==> src/rtl/eq_pkg.sv <==
// Shared equalizer definitions: the default FIR length and the sequencing FSM states.
// The sample queue, the coefficient ROMs and the FIR MAC controller all use them.
package eq_pkg;

    localparam int unsigned EQ_NUM_TAPS = 32'd1021;
    localparam int unsigned EQ_ADDR_W   = 32'd10;

    typedef enum logic [2:0] {
        ST_IDLE  = 3'd0,
        ST_MAC   = 3'd1,
        ST_DRAIN = 3'd2,
        ST_DONE  = 3'd3,
        ST_HOLD  = 3'd4
    } seq_state_e;

endpackage

==> src/rtl/fir_seq_ctrl.sv <==
// FIR sequencing controller: walks the coefficient ROM in lock-step with the sample queue read
// pointer, strobes the MAC accumulators and flags a result once NUM_TAPS products are summed.
module fir_seq_ctrl
    import eq_pkg::*;
#(
    parameter int unsigned NUM_TAPS = EQ_NUM_TAPS,
    parameter int unsigned ADDR_W   = EQ_ADDR_W
) (
    input  logic              clk,
    input  logic              rst_n,
    input  logic              sequencing,
    input  logic              wrt_smpl,
    output logic [ADDR_W-1:0] coeff_addr,
    output logic              acc_clr,
    output logic              acc_en,
    output logic              res_vld,
    output logic              busy,
    output logic              err,
    output logic              ovr
);

    localparam logic [ADDR_W-1:0] ADDR_ZERO = ADDR_W'(32'd0);
    localparam logic [ADDR_W-1:0] ADDR_ONE  = ADDR_W'(32'd1);
    localparam logic [ADDR_W-1:0] LAST_TAP  = ADDR_W'(NUM_TAPS - 32'd1);

    seq_state_e        state_q, state_d;
    logic [ADDR_W-1:0] tap_cnt_q, tap_cnt_d;
    logic [ADDR_W-1:0] coeff_addr_q, coeff_addr_d;
    logic              acc_en_q, acc_en_d;
    logic              res_vld_q, res_vld_d;
    logic              busy_q, busy_d;
    logic              err_q, err_d;
    logic              ovr_q, ovr_d;
    logic              start_s;
    logic              issue_s;

    // Next-state logic: tap issue, address/counter advance and sticky flag updates.
    always_comb begin
        state_d      = state_q;
        tap_cnt_d    = tap_cnt_q;
        coeff_addr_d = coeff_addr_q;
        err_d        = err_q;
        start_s      = 1'b0;
        issue_s      = 1'b0;

        case (state_q)
            ST_IDLE: begin
                if (sequencing) begin
                    start_s      = 1'b1;
                    issue_s      = 1'b1;
                    coeff_addr_d = ADDR_ONE;
                    tap_cnt_d    = ADDR_ONE;
                    err_d        = 1'b0;
                    if (NUM_TAPS == 32'd1) begin
                        state_d = ST_DRAIN;
                    end else begin
                        state_d = ST_MAC;
                    end
                end else begin
                    coeff_addr_d = ADDR_ZERO;
                    tap_cnt_d    = ADDR_ZERO;
                end
            end
            ST_MAC: begin
                if (sequencing) begin
                    issue_s      = 1'b1;
                    coeff_addr_d = coeff_addr_q + ADDR_ONE;
                    tap_cnt_d    = tap_cnt_q + ADDR_ONE;
                    if (tap_cnt_q == LAST_TAP) begin
                        state_d = ST_DRAIN;
                    end else begin
                        state_d = ST_MAC;
                    end
                end else begin
                    // Window closed before all taps were issued: abandon the partial sum.
                    err_d        = 1'b1;
                    coeff_addr_d = ADDR_ZERO;
                    tap_cnt_d    = ADDR_ZERO;
                    state_d      = ST_IDLE;
                end
            end
            ST_DRAIN: begin
                state_d = ST_DONE;
            end
            ST_DONE: begin
                coeff_addr_d = ADDR_ZERO;
                tap_cnt_d    = ADDR_ZERO;
                if (sequencing) begin
                    state_d = ST_HOLD;
                end else begin
                    state_d = ST_IDLE;
                end
            end
            ST_HOLD: begin
                if (sequencing) begin
                    state_d = ST_HOLD;
                end else begin
                    state_d = ST_IDLE;
                end
            end
            default: begin
                coeff_addr_d = ADDR_ZERO;
                tap_cnt_d    = ADDR_ZERO;
                state_d      = ST_IDLE;
            end
        endcase

        // A write coinciding with the clear still counts as an overrun.
        if (start_s) begin
            ovr_d = wrt_smpl;
        end else if (state_q != ST_IDLE) begin
            ovr_d = ovr_q | wrt_smpl;
        end else begin
            ovr_d = ovr_q;
        end

        acc_en_d  = issue_s;
        res_vld_d = (state_q == ST_DRAIN);
        busy_d    = (state_d != ST_IDLE);
    end

    // State and registered-output flops.
    always_ff @(posedge clk or negedge rst_n) begin
        if (!rst_n) begin
            state_q      <= ST_IDLE;
            tap_cnt_q    <= ADDR_ZERO;
            coeff_addr_q <= ADDR_ZERO;
            acc_en_q     <= 1'b0;
            res_vld_q    <= 1'b0;
            busy_q       <= 1'b0;
            err_q        <= 1'b0;
            ovr_q        <= 1'b0;
        end else begin
            state_q      <= state_d;
            tap_cnt_q    <= tap_cnt_d;
            coeff_addr_q <= coeff_addr_d;
            acc_en_q     <= acc_en_d;
            res_vld_q    <= res_vld_d;
            busy_q       <= busy_d;
            err_q        <= err_d;
            ovr_q        <= ovr_d;
        end
    end

    // The clear must land in the same cycle as tap 0, so it stays combinational.
    assign acc_clr    = start_s & rst_n;
    assign coeff_addr = coeff_addr_q;
    assign acc_en     = acc_en_q;
    assign res_vld    = res_vld_q;
    assign busy       = busy_q;
    assign err        = err_q;
    assign ovr        = ovr_q;

endmodule
==> config.mk <==
export PLATFORM = sky130hd
export DESIGN_NAME = fir_seq_ctrl
export DESIGN_NICKNAME = d
export VERILOG_FILES = /design/src/rtl/eq_pkg.sv /design/src/rtl/fir_seq_ctrl.sv
export SDC_FILE = /design/constraint.sdc
export NUM_CORES = 1
export LEC_CHECK = 0
export ABC_AREA = 1
export ABC_CLOCK_PERIOD_IN_PS = 1200
export BUFFER_PORTS_ARGS = -buffer_cell sky130_fd_sc_hd__clkbuf_2
export CORE_ASPECT_RATIO = 1.2
export CORE_MARGIN = 1
export CORE_UTILIZATION = 50
export DETAILED_ROUTE_END_ITERATION = 7
export PLACE_DENSITY = 0.79
export SLEW_MARGIN = 20
export SYNTH_ARGS = -nofsm -noshare
export SYNTH_HDL_FRONTEND = slang
export SYNTH_SLANG_ARGS = --single-unit
==> constraint.sdc <==
create_clock -name clk -period 1.2 [get_ports clk]
set_clock_uncertainty 0.1 [all_clocks]
set_input_delay 0.06 -clock clk [delete_from_list [all_inputs] [get_ports clk]]
set_output_delay 0.06 -clock clk [all_outputs]
set_load 0.05 [all_outputs]
; ---- After elaboration in Yosys (flattened, before gate mapping)
; Cells that the tools add are included.
[word_totals]
reg_bits = 28
latchBits = 0
ram_bits = 0
rom_bits = 0
output_inout_bits = 16
word_cells = 46
memories = 0
[classes]
n_addsub = 2
n_mul = 0
div = 0
magnitude_cmp = 0
n_eq_ne = 7
n_shift = 0
muxes = 18
bitwise = 2
reduce_logical = 9
[op_table]
columns = op, n
row1 = $pmux W10 S3, 2
row2 = $add A10 B1 Y10 const B, 2
row3 = $mux W10, 2
row4 = $pmux W3 S4, 1
row5 = $eq A10 B10 Y1 const B, 1
row6 = $mux W3, 3
row7 = $mux W1, 8
row8 = $eq A3 B2 Y1 const B, 2
row9 = $reduce_bool A3 Y1, 2
row10 = $reduce_or A2 Y1, 3
row11 = $ne A2 B2 Y1 const B, 2
row12 = $reduce_bool A2 Y1, 2
row13 = $eq A3 B1 Y1 const B, 1
row14 = $eq A3 B3 Y1 const B, 1
row15 = $logic_not A3 Y1, 1
row16 = $reduce_and A3 Y1, 1
row17 = $mux W2, 1
row18 = $pmux W1 S2, 1
row19 = $and A1 B1 Y1, 1
row20 = $or A1 B1 Y1, 1

; ---- Longest topological paths before layout
[depth]
ltp_word = 5
depth_mapped = 8
depth_no_buf = 8

; ---- Worst setup path before layout
; Ideal clock, no wire load.
[synth_timing]
path_type = flip-flop to output port
startpoint = register state_q[1]
endpoint = output acc_clr
arrival_time_ns = 1.574
required_time_ns = 1.040
setup_slack_ns = -0.534
path_stages_with_launch = 6
n_path_buf = 0
path_cell_list = dfrtp_1 > nor2_1 > nand2_1 > nor2_1 > inv_2 > nor2_1
[synth_between]
elab_chain_len = 3
[synth_rtl]
columns = item, line_no
row1 = "start, declared", fir_seq_ctrl.sv:26  ; seq_state_e state_q, state_d;
row2 = "start signal, assigned", fir_seq_ctrl.sv:134  ; state_q <= state_d;
row3 = $logic_not A3 Y1, fir_seq_ctrl.sv:46  ; case (state_q)
row4 = $mux W1, fir_seq_ctrl.sv:46
row5 = $and A1 B1 Y1, fir_seq_ctrl.sv:146  ; assign acc_clr = start_s & rst_n;
row6 = "end, declared", fir_seq_ctrl.sv:14  ; output logic acc_clr,
; No other way between the ends.

; ---- Final worst setup path
[layout_timing]
startpoint = register state_q[2]
endpoint = output acc_clr
; The elaborated chain is that of the path after synthesis.

==> flow_summary_export.csv <==
group,metric,value,unit
power_and_ir_drop,power.density,904,nW/µm²
synthesis,avgSynthCellArea,7.73,µm²
synthesis,ys.flop_type,"dfrtp_1",
die,boundaryPins,20,
synthesis,ys.warnings.count,0,
finish,drive_above_1_share,0.465,
sta,fin_ws,-0.473,ns
clock_network,cts_tree,"done",
synthesis,yosysSeqAreaShare,0.470,
sta,rsz0062_at_grt,"true",
synthesis,async_flop_share,1.00,
global_route,grt_pass1_wl,8630,µm
clock_network,htree_levels,1,
clock_network,clk_pin_slew,0.16,ns
sta,slew_violations,0,
power_and_ir_drop,power,0.00219,W
place,port_buffers,19,
clock_network,cts_sinks,28,
critical_path,worst-r2r-cell-count,8,
critical_path,cp_max_fo,4,
die,start_util,0.530,
drt,totalWireLength,6640,µm
global_route,grt_max_degree,29,
clock_network,cts_max_path_buffers,2,
clock_network,clock_latency,0.34,ns
critical_path,cp.arrival,1.51,ns
global_route,grt_overflow_total,0,
global_route,antenna_found_initial,0,
synthesis,synth_top_cell_area_share,0.470,
sta,post-route-min-period,1.67,ns
synthesis,synth_commonest_cells,"nand2_1 (53), dfrtp_1 (28), inv_1 (25)",
finish,layout.nets,277,
drt,vias,1903,
finish,area_growth,62.4,%
die,die_x,51.9,µm
place,dp_worst_setup_slack,-0.163,ns
die,rows,21,
place,place.gp.congestion,0.868,
status,status,"finished, violations left",
critical_path,endpoint_kind,"primary output",
synthesis,synth_seq_cells,28,
sta,hold_violations,0,
synthesis,synth_nets,200,
synthesis,synth_edf_count,0,
drt,wl_per_cell,21.9,µm
clock_network,cts_root_buf,"clkbuf_4",
sta,setup_viol,32,
drt,firstDrtPassIters,7,
synthesis,synth.largest_area_cell,"dfrtp_1",
critical_path,start_kind,"flop",
power_and_ir_drop,ir_drop,0.00109,V
clock_network,numCtsBuffers,3,
drt,drt_iter0_markers,290,
die,dieArea,3210,µm²
finish,insertedDiodeCount,0,
sta,holdWs,0.0381,ns
global_route,grt_pass1_vias,1857,
synthesis,netlist_instances,193,
synthesis,ys_types,27,
job,cap_viol_max_count,0,
synthesis,synth_most_common_cell,"nand2_1",
place,dp_hpwl,2770,µm
drt,viasPerCell,6.28,
die,core_area,2810,µm²
finish,nFillCells,122,
critical_path,worstPathRequired,1.04,ns
status,violations,"negative setup slack",
drt,ant_nets,0,
synthesis,synth_top_cells_by_area,"dfrtp_1 (47%), nand2_1 (13%), inv_1 (6.3%)",
sta,min_period_over_period,1.39,
sta,slew_headroom,0.728,
sta,fmax,598,MHz
sta,worstMarginPinSlew,0.406,ns
worst_hold_path,hp-class,"primary input to flop",
power_and_ir_drop,leakagePower,1.16,nW
worst_hold_path,hold_depth,3,
synthesis,synth.cell_area,1490,µm²
die,die_h,61.8,µm
drt,drc,0,
critical_path,crit_type,"flop to primary output",
global_route,grt_usage,0.376,
flip-flops by register name (all words and copies together), names as in the netlist:
signal / flops
tap_cnt_q: 10
res_vld: 1
coeff_addr: 10
acc_en: 1
err: 1
ovr: 1
state_q: 3
busy: 1
final cells by class:
cell class	instances	area [µm²]	share of cell area
well taps	34	42.5	0.0176
multi-input cells	132	810	0.334
clock buffers	4	36.3	0.0150
repair inverters	1	6.26	0.00258
flip-flops and latches	28	711	0.293
inverters	31	129	0.0532
repair buffers	73	688	0.284
stage by stage:
step / TNS (ns) / cell area, µm² / util / std cells
finish: -9.10 / 2420 / 0.862 / 303
global route: -10.53 / 2420 / 0.862 / 303
CTS: -4.99 / 2320 / 0.826 / 300
detailed placement: -2.32 / 1990 / 0.708 / 284
global placement: -1.43 / 1990 / 0.708 / 284
floorplan: -1.31 / 1560 / - / 193
kinds of logic (layout without fill, tap and decap cells):
group | count (synthesis) | after routing | share of synthesized area
XOR/XNOR | 1 | 1 | 0.00587
buffers and inverters | 33 | 109 | 0.0906
AO/OA/AOI/OAI | 22 | 22 | 0.0847
adder cells (fa/ha/maj) | 3 | 3 | 0.0252
AND/OR/NAND/NOR | 106 | 106 | 0.324
flip-flops | 28 | 28 | 0.470
worst max-delay path: stages (launching register included):
cell and delay (ns):
dfrtp_1 0.45, inv_2 0.15, nand2_2 0.11, nor2_4 0.15
inv_2 0.07, nor2_4 0.10, buf_8 0.15
layer usage:
layer / part of all wire / global-route usage / vias up / wire length, µm
li1: - / - / 777 / -
met1: 0.34 / 0.439 / 875 / 2270
met2: 0.47 / 0.634 / 192 / 3110
met3: 0.12 / 0.0949 / 59 / 785
met4: 0.071 / 0.208 / 0 / 469
met5: 0 / 0 / - / 0
path summary, 6_finish.rpt:
kind	startpoint	endpoint	slack (ns)
setup / recovery	state_q[2]$_DFF_PN0_	acc_clr	-0.47
hold / removal	sequencing	state_q[2]$_DFF_PN0_	0.04
setup reg to reg	state_q[0]$_DFF_PN0_	coeff_addr[3]$_DFFE_PN0N_	-0.44
hold reg to reg	ovr$_DFFE_PN0P_	ovr$_DFFE_PN0P_	0.43
max in group asynchronous	rst_n	coeff_addr[7]$_DFFE_PN0N_	0.54
min in group asynchronous	rst_n	busy$_DFF_PN0_	0.16
placed cells by master (no fill, tap or decap), types with 5 or more instances in the layout:
| cell | n |
|---|---|
| a21oi_2 | 5 |
| nor2_1 | 12 |
| buf_4 | 45 |
| dfrtp_1 | 20 |
| clkbuf_16 | 5 |
| o21ai_1 | 5 |
| buf_6 | 8 |
| clkbuf_2 | 6 |
| dfrtp_2 | 8 |
| nand4_1 | 9 |
| inv_1 | 24 |
| clkbuf_4 | 7 |
| nand2_1 | 48 |
| nor2_4 | 6 |
| nand3_1 | 13 |
| inv_2 | 5 |
| nand2_2 | 6 |
power breakdown:
| group | switching [W] | leakage [nW] | internal (W) |
|---|---|---|---|
| combinational | 0.000398 | 0.778 | 0.000270 |
| sequential | 0.0000450 | 0.364 | 0.000991 |
| clock | 0.000299 | 0.0210 | 0.000186 |
| total | 0.000742 | 1.16 | 0.00145 |
what timing repair did:
item | CTS | global route
pin swaps | 6 | 8
endpoints found under the setup margin | 34 | 40
cloned | 1 | 0
gates resized for setup | 41 | 28
hold buffers | 2 | 0
hold endpoints to repair | 29 | 0
setup buffers | 11 | 5
Note: power is estimated with default switching activity, not from simulation.
